[src/rtl/axi_rd_wr_arbiter.sv]
// axi_rd_wr_arbiter
// -----------------------------------------------------------------------------
// Shares the core's single AXI4 master port between the IFU (m0, read only)
// and the LSU (m1, read and write). The downstream s_* port feeds the address
// crossbar.
//
// Reads : round-robin between m0 and m1, one outstanding burst at a time.
//         The AR payload is registered in RD_IDLE and presented on s_ar* from
//         RD_ADDR. R beats are routed combinationally to the granted side in
//         RD_DATA.
// Writes: LSU only, one transaction at a time. AW is registered. W and B pass
//         through combinationally in WR_DATA and WR_RESP. Writes run
//         independently of reads.
//
// Handshake rule on every channel: a beat transfers on the rising clock edge
// where valid and ready are both 1. A source holds valid and payload stable
// until that edge and may not wait for ready before raising valid.
//
// Ports
//   clock, reset            system clock, asynchronous active-high reset
//   m0_ar*, m0_r*           IFU read address / read data channels
//   m1_ar*, m1_r*           LSU read address / read data channels
//   m1_aw*, m1_w*, m1_b*    LSU write address / write data / write response
//   s_ar*, s_r*, s_aw*,
//   s_w*, s_b*              downstream AXI4 port toward the crossbar
//   dbg_rd_state            read FSM state  (0 idle, 1 addr, 2 data)
//   dbg_wr_state            write FSM state (0 idle, 1 addr, 2 data, 3 resp)
//   dbg_gnt                 current read grant (0 = m0, 1 = m1)
//   dbg_rr_ptr              requester preferred on the next read tie
// -----------------------------------------------------------------------------
module axi_rd_wr_arbiter #(
   parameter int ADDR_W = 32,
   parameter int ID_W   = 4
) (
   input  logic                clock,
   input  logic                reset,
   // IFU read
   input  logic [ADDR_W-1:0]   m0_araddr,
   input  logic [ID_W-1:0]     m0_arid,
   input  logic [7:0]          m0_arlen,
   input  logic [2:0]          m0_arsize,
   input  logic [1:0]          m0_arburst,
   input  logic                m0_arvalid,
   output logic                m0_arready,
   output logic [ADDR_W-1:0]   m0_rdata,
   output logic [1:0]          m0_rresp,
   output logic [ID_W-1:0]     m0_rid,
   output logic                m0_rlast,
   output logic                m0_rvalid,
   input  logic                m0_rready,
   // LSU read
   input  logic [ADDR_W-1:0]   m1_araddr,
   input  logic [ID_W-1:0]     m1_arid,
   input  logic [7:0]          m1_arlen,
   input  logic [2:0]          m1_arsize,
   input  logic [1:0]          m1_arburst,
   input  logic                m1_arvalid,
   output logic                m1_arready,
   output logic [ADDR_W-1:0]   m1_rdata,
   output logic [1:0]          m1_rresp,
   output logic [ID_W-1:0]     m1_rid,
   output logic                m1_rlast,
   output logic                m1_rvalid,
   input  logic                m1_rready,
   // LSU write
   input  logic [ADDR_W-1:0]   m1_awaddr,
   input  logic [ID_W-1:0]     m1_awid,
   input  logic [7:0]          m1_awlen,
   input  logic [2:0]          m1_awsize,
   input  logic [1:0]          m1_awburst,
   input  logic                m1_awvalid,
   output logic                m1_awready,
   input  logic [ADDR_W-1:0]   m1_wdata,
   input  logic [ADDR_W/8-1:0] m1_wstrb,
   input  logic                m1_wlast,
   input  logic                m1_wvalid,
   output logic                m1_wready,
   output logic [1:0]          m1_bresp,
   output logic [ID_W-1:0]     m1_bid,
   output logic                m1_bvalid,
   input  logic                m1_bready,
   // Downstream port
   output logic [ADDR_W-1:0]   s_araddr,
   output logic [ID_W-1:0]     s_arid,
   output logic [7:0]          s_arlen,
   output logic [2:0]          s_arsize,
   output logic [1:0]          s_arburst,
   output logic                s_arvalid,
   input  logic                s_arready,
   input  logic [ADDR_W-1:0]   s_rdata,
   input  logic [1:0]          s_rresp,
   input  logic [ID_W-1:0]     s_rid,
   input  logic                s_rlast,
   input  logic                s_rvalid,
   output logic                s_rready,
   output logic [ADDR_W-1:0]   s_awaddr,
   output logic [ID_W-1:0]     s_awid,
   output logic [7:0]          s_awlen,
   output logic [2:0]          s_awsize,
   output logic [1:0]          s_awburst,
   output logic                s_awvalid,
   input  logic                s_awready,
   output logic [ADDR_W-1:0]   s_wdata,
   output logic [ADDR_W/8-1:0] s_wstrb,
   output logic                s_wlast,
   output logic                s_wvalid,
   input  logic                s_wready,
   input  logic [1:0]          s_bresp,
   input  logic [ID_W-1:0]     s_bid,
   input  logic                s_bvalid,
   output logic                s_bready,
   // Debug visibility
   output logic [1:0]          dbg_rd_state,
   output logic [1:0]          dbg_wr_state,
   output logic                dbg_gnt,
   output logic                dbg_rr_ptr
);

   typedef enum logic [1:0] {
      RD_IDLE = 2'd0,
      RD_ADDR = 2'd1,
      RD_DATA = 2'd2
   } rd_state_t;

   typedef enum logic [1:0] {
      WR_IDLE = 2'd0,
      WR_ADDR = 2'd1,
      WR_DATA = 2'd2,
      WR_RESP = 2'd3
   } wr_state_t;

   rd_state_t rd_state, rd_next;
   wr_state_t wr_state, wr_next;

   logic              gnt;
   logic              rr_ptr;
   logic [ADDR_W-1:0] ar_addr_q;
   logic [ID_W-1:0]   ar_id_q;
   logic [7:0]        ar_len_q;
   logic [2:0]        ar_size_q;
   logic [1:0]        ar_burst_q;

   logic [ADDR_W-1:0] aw_addr_q;
   logic [ID_W-1:0]   aw_id_q;
   logic [7:0]        aw_len_q;
   logic [2:0]        aw_size_q;
   logic [1:0]        aw_burst_q;

   // Read arbitration: a tie goes to rr_ptr, otherwise to whoever is asking.
   logic any_arvalid;
   logic both_arvalid;
   logic win;
   logic rd_capture;

   assign any_arvalid  = m0_arvalid | m1_arvalid;
   assign both_arvalid = m0_arvalid & m1_arvalid;
   assign win          = both_arvalid ? rr_ptr : m1_arvalid;
   assign rd_capture   = (rd_state == RD_IDLE) && any_arvalid;

   // ---------------------------------------------------------------- read FSM
   always_ff @(posedge clock or posedge reset) begin
      if (reset) begin
         rd_state   <= RD_IDLE;
         gnt        <= 1'b0;
         rr_ptr     <= 1'b0;
         ar_addr_q  <= '0;
         ar_id_q    <= '0;
         ar_len_q   <= '0;
         ar_size_q  <= '0;
         ar_burst_q <= '0;
      end else begin
         rd_state <= rd_next;
         if (rd_capture) begin
            gnt <= win;
            // Only a contested grant moves the pointer.
            if (both_arvalid) rr_ptr <= ~win;
            ar_addr_q  <= win ? m1_araddr  : m0_araddr;
            ar_id_q    <= win ? m1_arid    : m0_arid;
            ar_len_q   <= win ? m1_arlen   : m0_arlen;
            ar_size_q  <= win ? m1_arsize  : m0_arsize;
            ar_burst_q <= win ? m1_arburst : m0_arburst;
         end
      end
   end

   always_comb begin
      rd_next = rd_state;
      case (rd_state)
         RD_IDLE: if (any_arvalid) rd_next = RD_ADDR;
         RD_ADDR: if (s_arready) rd_next = RD_DATA;
         RD_DATA: if (s_rvalid && s_rready && s_rlast) rd_next = RD_IDLE;
         default: rd_next = RD_IDLE;
      endcase
   end

   always_comb begin
      m0_arready = 1'b0;
      m1_arready = 1'b0;
      s_arvalid  = 1'b0;
      s_araddr   = '0;
      s_arid     = '0;
      s_arlen    = '0;
      s_arsize   = '0;
      s_arburst  = '0;
      s_rready   = 1'b0;
      m0_rvalid  = 1'b0;
      m0_rdata   = '0;
      m0_rresp   = '0;
      m0_rid     = '0;
      m0_rlast   = 1'b0;
      m1_rvalid  = 1'b0;
      m1_rdata   = '0;
      m1_rresp   = '0;
      m1_rid     = '0;
      m1_rlast   = 1'b0;

      // The arready pulse is combinational off arvalid, so it must also be
      // masked while reset is held.
      if (rd_capture && !reset) begin
         m0_arready = ~win;
         m1_arready = win;
      end

      if (rd_state == RD_ADDR) begin
         s_arvalid = 1'b1;
         s_araddr  = ar_addr_q;
         s_arid    = ar_id_q;
         s_arlen   = ar_len_q;
         s_arsize  = ar_size_q;
         s_arburst = ar_burst_q;
      end

      if (rd_state == RD_DATA) begin
         if (!gnt) begin
            s_rready  = m0_rready;
            m0_rvalid = s_rvalid;
            m0_rdata  = s_rdata;
            m0_rresp  = s_rresp;
            m0_rid    = s_rid;
            m0_rlast  = s_rlast;
         end else begin
            s_rready  = m1_rready;
            m1_rvalid = s_rvalid;
            m1_rdata  = s_rdata;
            m1_rresp  = s_rresp;
            m1_rid    = s_rid;
            m1_rlast  = s_rlast;
         end
      end
   end

   // --------------------------------------------------------------- write FSM
   always_ff @(posedge clock or posedge reset) begin
      if (reset) begin
         wr_state   <= WR_IDLE;
         aw_addr_q  <= '0;
         aw_id_q    <= '0;
         aw_len_q   <= '0;
         aw_size_q  <= '0;
         aw_burst_q <= '0;
      end else begin
         wr_state <= wr_next;
         if ((wr_state == WR_IDLE) && m1_awvalid) begin
            aw_addr_q  <= m1_awaddr;
            aw_id_q    <= m1_awid;
            aw_len_q   <= m1_awlen;
            aw_size_q  <= m1_awsize;
            aw_burst_q <= m1_awburst;
         end
      end
   end

   always_comb begin
      wr_next = wr_state;
      case (wr_state)
         WR_IDLE: if (m1_awvalid) wr_next = WR_ADDR;
         WR_ADDR: if (s_awready) wr_next = WR_DATA;
         WR_DATA: if (m1_wvalid && s_wready && m1_wlast) wr_next = WR_RESP;
         WR_RESP: if (s_bvalid && m1_bready) wr_next = WR_IDLE;
         default: wr_next = WR_IDLE;
      endcase
   end

   always_comb begin
      m1_awready = 1'b0;
      s_awvalid  = 1'b0;
      s_awaddr   = '0;
      s_awid     = '0;
      s_awlen    = '0;
      s_awsize   = '0;
      s_awburst  = '0;
      m1_wready  = 1'b0;
      s_wvalid   = 1'b0;
      s_wdata    = '0;
      s_wstrb    = '0;
      s_wlast    = 1'b0;
      s_bready   = 1'b0;
      m1_bvalid  = 1'b0;
      m1_bresp   = '0;
      m1_bid     = '0;

      if ((wr_state == WR_IDLE) && m1_awvalid && !reset) m1_awready = 1'b1;

      if (wr_state == WR_ADDR) begin
         s_awvalid = 1'b1;
         s_awaddr  = aw_addr_q;
         s_awid    = aw_id_q;
         s_awlen   = aw_len_q;
         s_awsize  = aw_size_q;
         s_awburst = aw_burst_q;
      end

      // W beats offered before WR_DATA simply see wready=0 and wait.
      if (wr_state == WR_DATA) begin
         m1_wready = s_wready;
         s_wvalid  = m1_wvalid;
         if (m1_wvalid) begin
            s_wdata = m1_wdata;
            s_wstrb = m1_wstrb;
            s_wlast = m1_wlast;
         end
      end

      if (wr_state == WR_RESP) begin
         s_bready  = m1_bready;
         m1_bvalid = s_bvalid;
         m1_bresp  = s_bresp;
         m1_bid    = s_bid;
      end
   end

   assign dbg_rd_state = rd_state;
   assign dbg_wr_state = wr_state;
   assign dbg_gnt      = gnt;
   assign dbg_rr_ptr   = rr_ptr;

endmodule

[config.mk]
export PLATFORM = sky130hd
export DESIGN_NAME = axi_rd_wr_arbiter
export DESIGN_NICKNAME = d
export VERILOG_FILES = /design/src/rtl/axi_rd_wr_arbiter.sv
export SDC_FILE = /design/constraint.sdc
export NUM_CORES = 1
export LEC_CHECK = 0
export ABC_AREA = 1
export CAP_MARGIN = 20
export CORE_AREA = 3 3 184 186
export CTS_BUF_LIST = sky130_fd_sc_hd__clkbuf_8
export DETAILED_ROUTE_END_ITERATION = 12
export DIE_AREA = 0 0 187 189
export GPL_TIMING_DRIVEN = 0
export PLACE_DENSITY = 0.54
export SLEW_MARGIN = 20
export SYNTH_ARGS = -nofsm -noshare
export SYNTH_HDL_FRONTEND = slang
export SYNTH_SLANG_ARGS = --single-unit
[constraint.sdc]
create_clock -name clock -period 6.5 [get_ports clock]
set_clock_uncertainty 0.15 [all_clocks]
set_input_delay 1.3 -clock clock [delete_from_list [all_inputs] [get_ports clock]]
set_output_delay 1.3 -clock clock [all_outputs]
set_load 0.05 [all_outputs]
==> results.yml <==
outcome:
  status: "finished, final reports clean"
global_routing:
  gr-usage-met1_pct: 18.9
  overflow: 0
  grt_util_met2_pct: 31.0
  met3_usage_pct: 5.92
  grt_max_degree: 59
  grt_pass1_vias: 7596
  grt_pass1_wl_mm: 46.3
  antenna_found_initial: 7
  busiest_layer: "met2"
  track_usage_pct: 17.0
clock_tree:
  clk_latency_ns: 0.38
  htreeDepth: 3
  cts_tree: "yes"
  cts_buffers: 9
  clkSinkCount: 104
  cts_root_buf: "clkbuf_8"
  path_clk_slew_ns: 0.10
  cts-resized-gates: 0
  ctsHoldBuffers: 0
  cts.path.max_buffers: 2
  post_cts_buffers: 0
placement:
  portBuffers: 478
  dp_cells: 1892
  dp.final_hpwl_mm: 26.0
  globalplace.congestion: 0.865
  placed_area_um2: 11900
yosys:
  ys_seq_area_share_pct: 39.8
  ys.warnings.count: 0
  syn-cell-area_um2: 6540
  synthCells: 971
  yosysUniqueCellTypes: 20
  synth_area_per_cell_um2: 6.73
  ys_ff_latch: 104
  syn_nets: 1218
floorplan:
  start_util_pct: 20.1
  dieArea_um2: 35300
  die_w_um: 187
  num_rows: 66
  core_region_area_um2: 32500
  io_pins: 480
  die_h_um: 189
run:
  cap_violations: 0
setup_path:
  critPathLaunchType: "input pin"
  crit_arrival_ns: 3.73
  endpoint_kind: "output port"
  cp_max_fo: 10
  required_ns: 5.05
  path_class: "input pin to output port"
power_and_ir_drop:
  leakage_nw: 6.12
  totalPowerFinal_mw: 5.13
  p_per_area_nw_per_um2: 423
  ir_worst_vdd_mv: 0.197
timing:
  setup_viol: 0
  slew_headroom_pct: 55.2
  worst_pin_slew_ns: 0.672
  max_freq_mhz: 193
  rsz0062_at_grt: "no"
  maxSlewViolCount: 0
  hold_viol: 0
  fin_crit_ns: 5.18
  finalCritPeriodShare_pct: 79.7
  holdWs_ns: 0.339
detailed_routing:
  first_pass_iters: 5
  vias: 7519
  dr.first_iter.drc_count: 368
  drc: 0
  viasPerCell: 3.93
  ant_nets: 0
  wl_per_cell_um: 16.1
  postRouteWirelength_mm: 30.9
finish:
  nNetsFinal: 1708
  final_area_um2: 12100
  final_cell_count_no_fill: 1912
  synthToLayoutAreaGrowth_pct: 85.6
  drive_gt1_share_pct: 6.48
  fillCellCount: 3504
min_path:
  hold_class: "register to register"
-- metal layers --
metal  part of all wire (%)  wire length (um)
met1                     39             12000
met2                     51             15600
met3                    8.8              2730
met4                    1.8               547
met5                   0.12                38
-- where the power goes --
| group | leakage [nW] | internal, mW | total [mW] | switching, mW |
|---|---|---|---|---|
| Combinational | 4.77 | 1.18 | 3.53 | 2.34 |
| Clock | 0.105 | 0.195 | 0.456 | 0.261 |
| Sequential | 1.25 | 0.974 | 1.15 | 0.173 |
-- state kept, by name, summed over array words and instances (netlist names) --
| name | cells |
|---|---|
| ar_addr_q | 32 |
| ar_burst_q | 2 |
| ar_id_q | 4 |
| ar_len_q | 8 |
| ar_size_q | 3 |
| aw_addr_q | 32 |
| aw_burst_q | 2 |
| aw_id_q | 4 |
| aw_len_q | 8 |
| aw_size_q | 3 |
| dbg_gnt | 1 |
| dbg_rd_state | 2 |
| dbg_rr_ptr | 1 |
| dbg_wr_state | 2 |
-- worst paths after layout --
path | cells after the start | from | slack (ns) | to
max | 6 | m0_arvalid | 1.32 | m0_arready
min | 2 | ar_addr_q[24] | 0.34 | ar_addr_q[24]
max reg2reg | 5 | dbg_wr_state[0] | 4.58 | aw_len_q[0]
min reg2reg | 2 | ar_addr_q[24] | 0.34 | ar_addr_q[24]
max in group asynchronous | 3 | reset | 4.15 | dbg_rr_ptr
min in group asynchronous | 2 | reset | 1.39 | ar_addr_q[21]
-- worst max-delay path, cell delays in order --
cell,delay (ns)
clkdlybuf4s50_1,0.55
nand2_1,0.16
nand2_1,0.30
buf_2,0.32
nor3b_1,0.22
clkdlybuf4s50_1,0.87
-- stage by stage --
stage	setup TNS [ns]	util [%]	setup slack, ns
after floorplan	0	-	2.09
after global placement	-0.0392	36.6	-0.00351
after detailed placement	0	36.7	1.29
after CTS	0	37.3	1.28
after global routing	0	37.4	1.13
final	0	37.4	1.32
-- layout by cell type, fill, tap and decap left out --
| cell | n |
|---|---|
| buf_1 | 2 |
| nand3b_1 | 38 |
| ha_1 | 4 |
| o21ai_4 | 1 |
| or2_2 | 1 |
| inv_6 | 2 |
| nor3b_1 | 1 |
| clkbuf_8 | 10 |
| buf_2 | 22 |
| clkinv_4 | 2 |
| inv_8 | 1 |
| nor3_1 | 1 |
| clkbuf_1 | 29 |
| bufinv_16 | 1 |
| dfrtp_1 | 104 |
| diode_2 | 4 |
| xor2_1 | 1 |
| nand2_1 | 252 |
| clkinvlp_4 | 1 |
| clkdlybuf4s50_1 | 478 |
| buf_6 | 1 |
| buf_16 | 1 |
| buf_4 | 1 |
| nor2_1 | 170 |
| o21ai_0 | 3 |
| inv_1 | 234 |
| mux2_2 | 49 |
| inv_2 | 2 |
| nand3_1 | 54 |
-- cells in the mapped netlist --
master,count,area (um^2)
buf_1,2,7.51
buf_2,22,110
buf_4,1,7.51
buf_6,1,11.3
clkbuf_1,29,109
dfrtp_1,104,2600
ha_1,4,50.1
inv_1,235,882
inv_2,2,7.51
mux2_2,49,552
nand2_1,252,946
nand3_1,54,270
nand3b_1,38,285
nor2_1,170,638
nor3_1,1,5.00
nor3b_1,1,7.51
o21ai_0,3,15.0
o21ai_4,1,16.3
or2_2,1,6.26
xor2_1,1,8.76
-- final cells by class --
cell class | instances | area (um^2) | area share [%]
sequential | 104 | 2600 | 21.5
timing repair buffer | 479 | 4810 | 39.7
clock buffer | 10 | 138 | 1.13
antenna | 4 | 10.0 | 0.0825
multi-input combinational | 575 | 2800 | 23.1
clock inverter | 6 | 75.1 | 0.619
buffer | 55 | 245 | 2.02
inverter | 237 | 895 | 7.37
tap | 442 | 553 | 4.56
-- cells by family (layout without fill, tap and decap cells) --
family	after synthesis	in the layout	synth area share, %
compound gates	4	4	0.478
xor+xnor	1	1	0.134
fa+ha+maj	4	4	0.766
buf+inv	292	787	17.4
flops	104	104	39.8
mux	49	49	8.44
other cells	0	4	0
simple gates	517	517	33.0
Power figures use the tool's default switching activity.
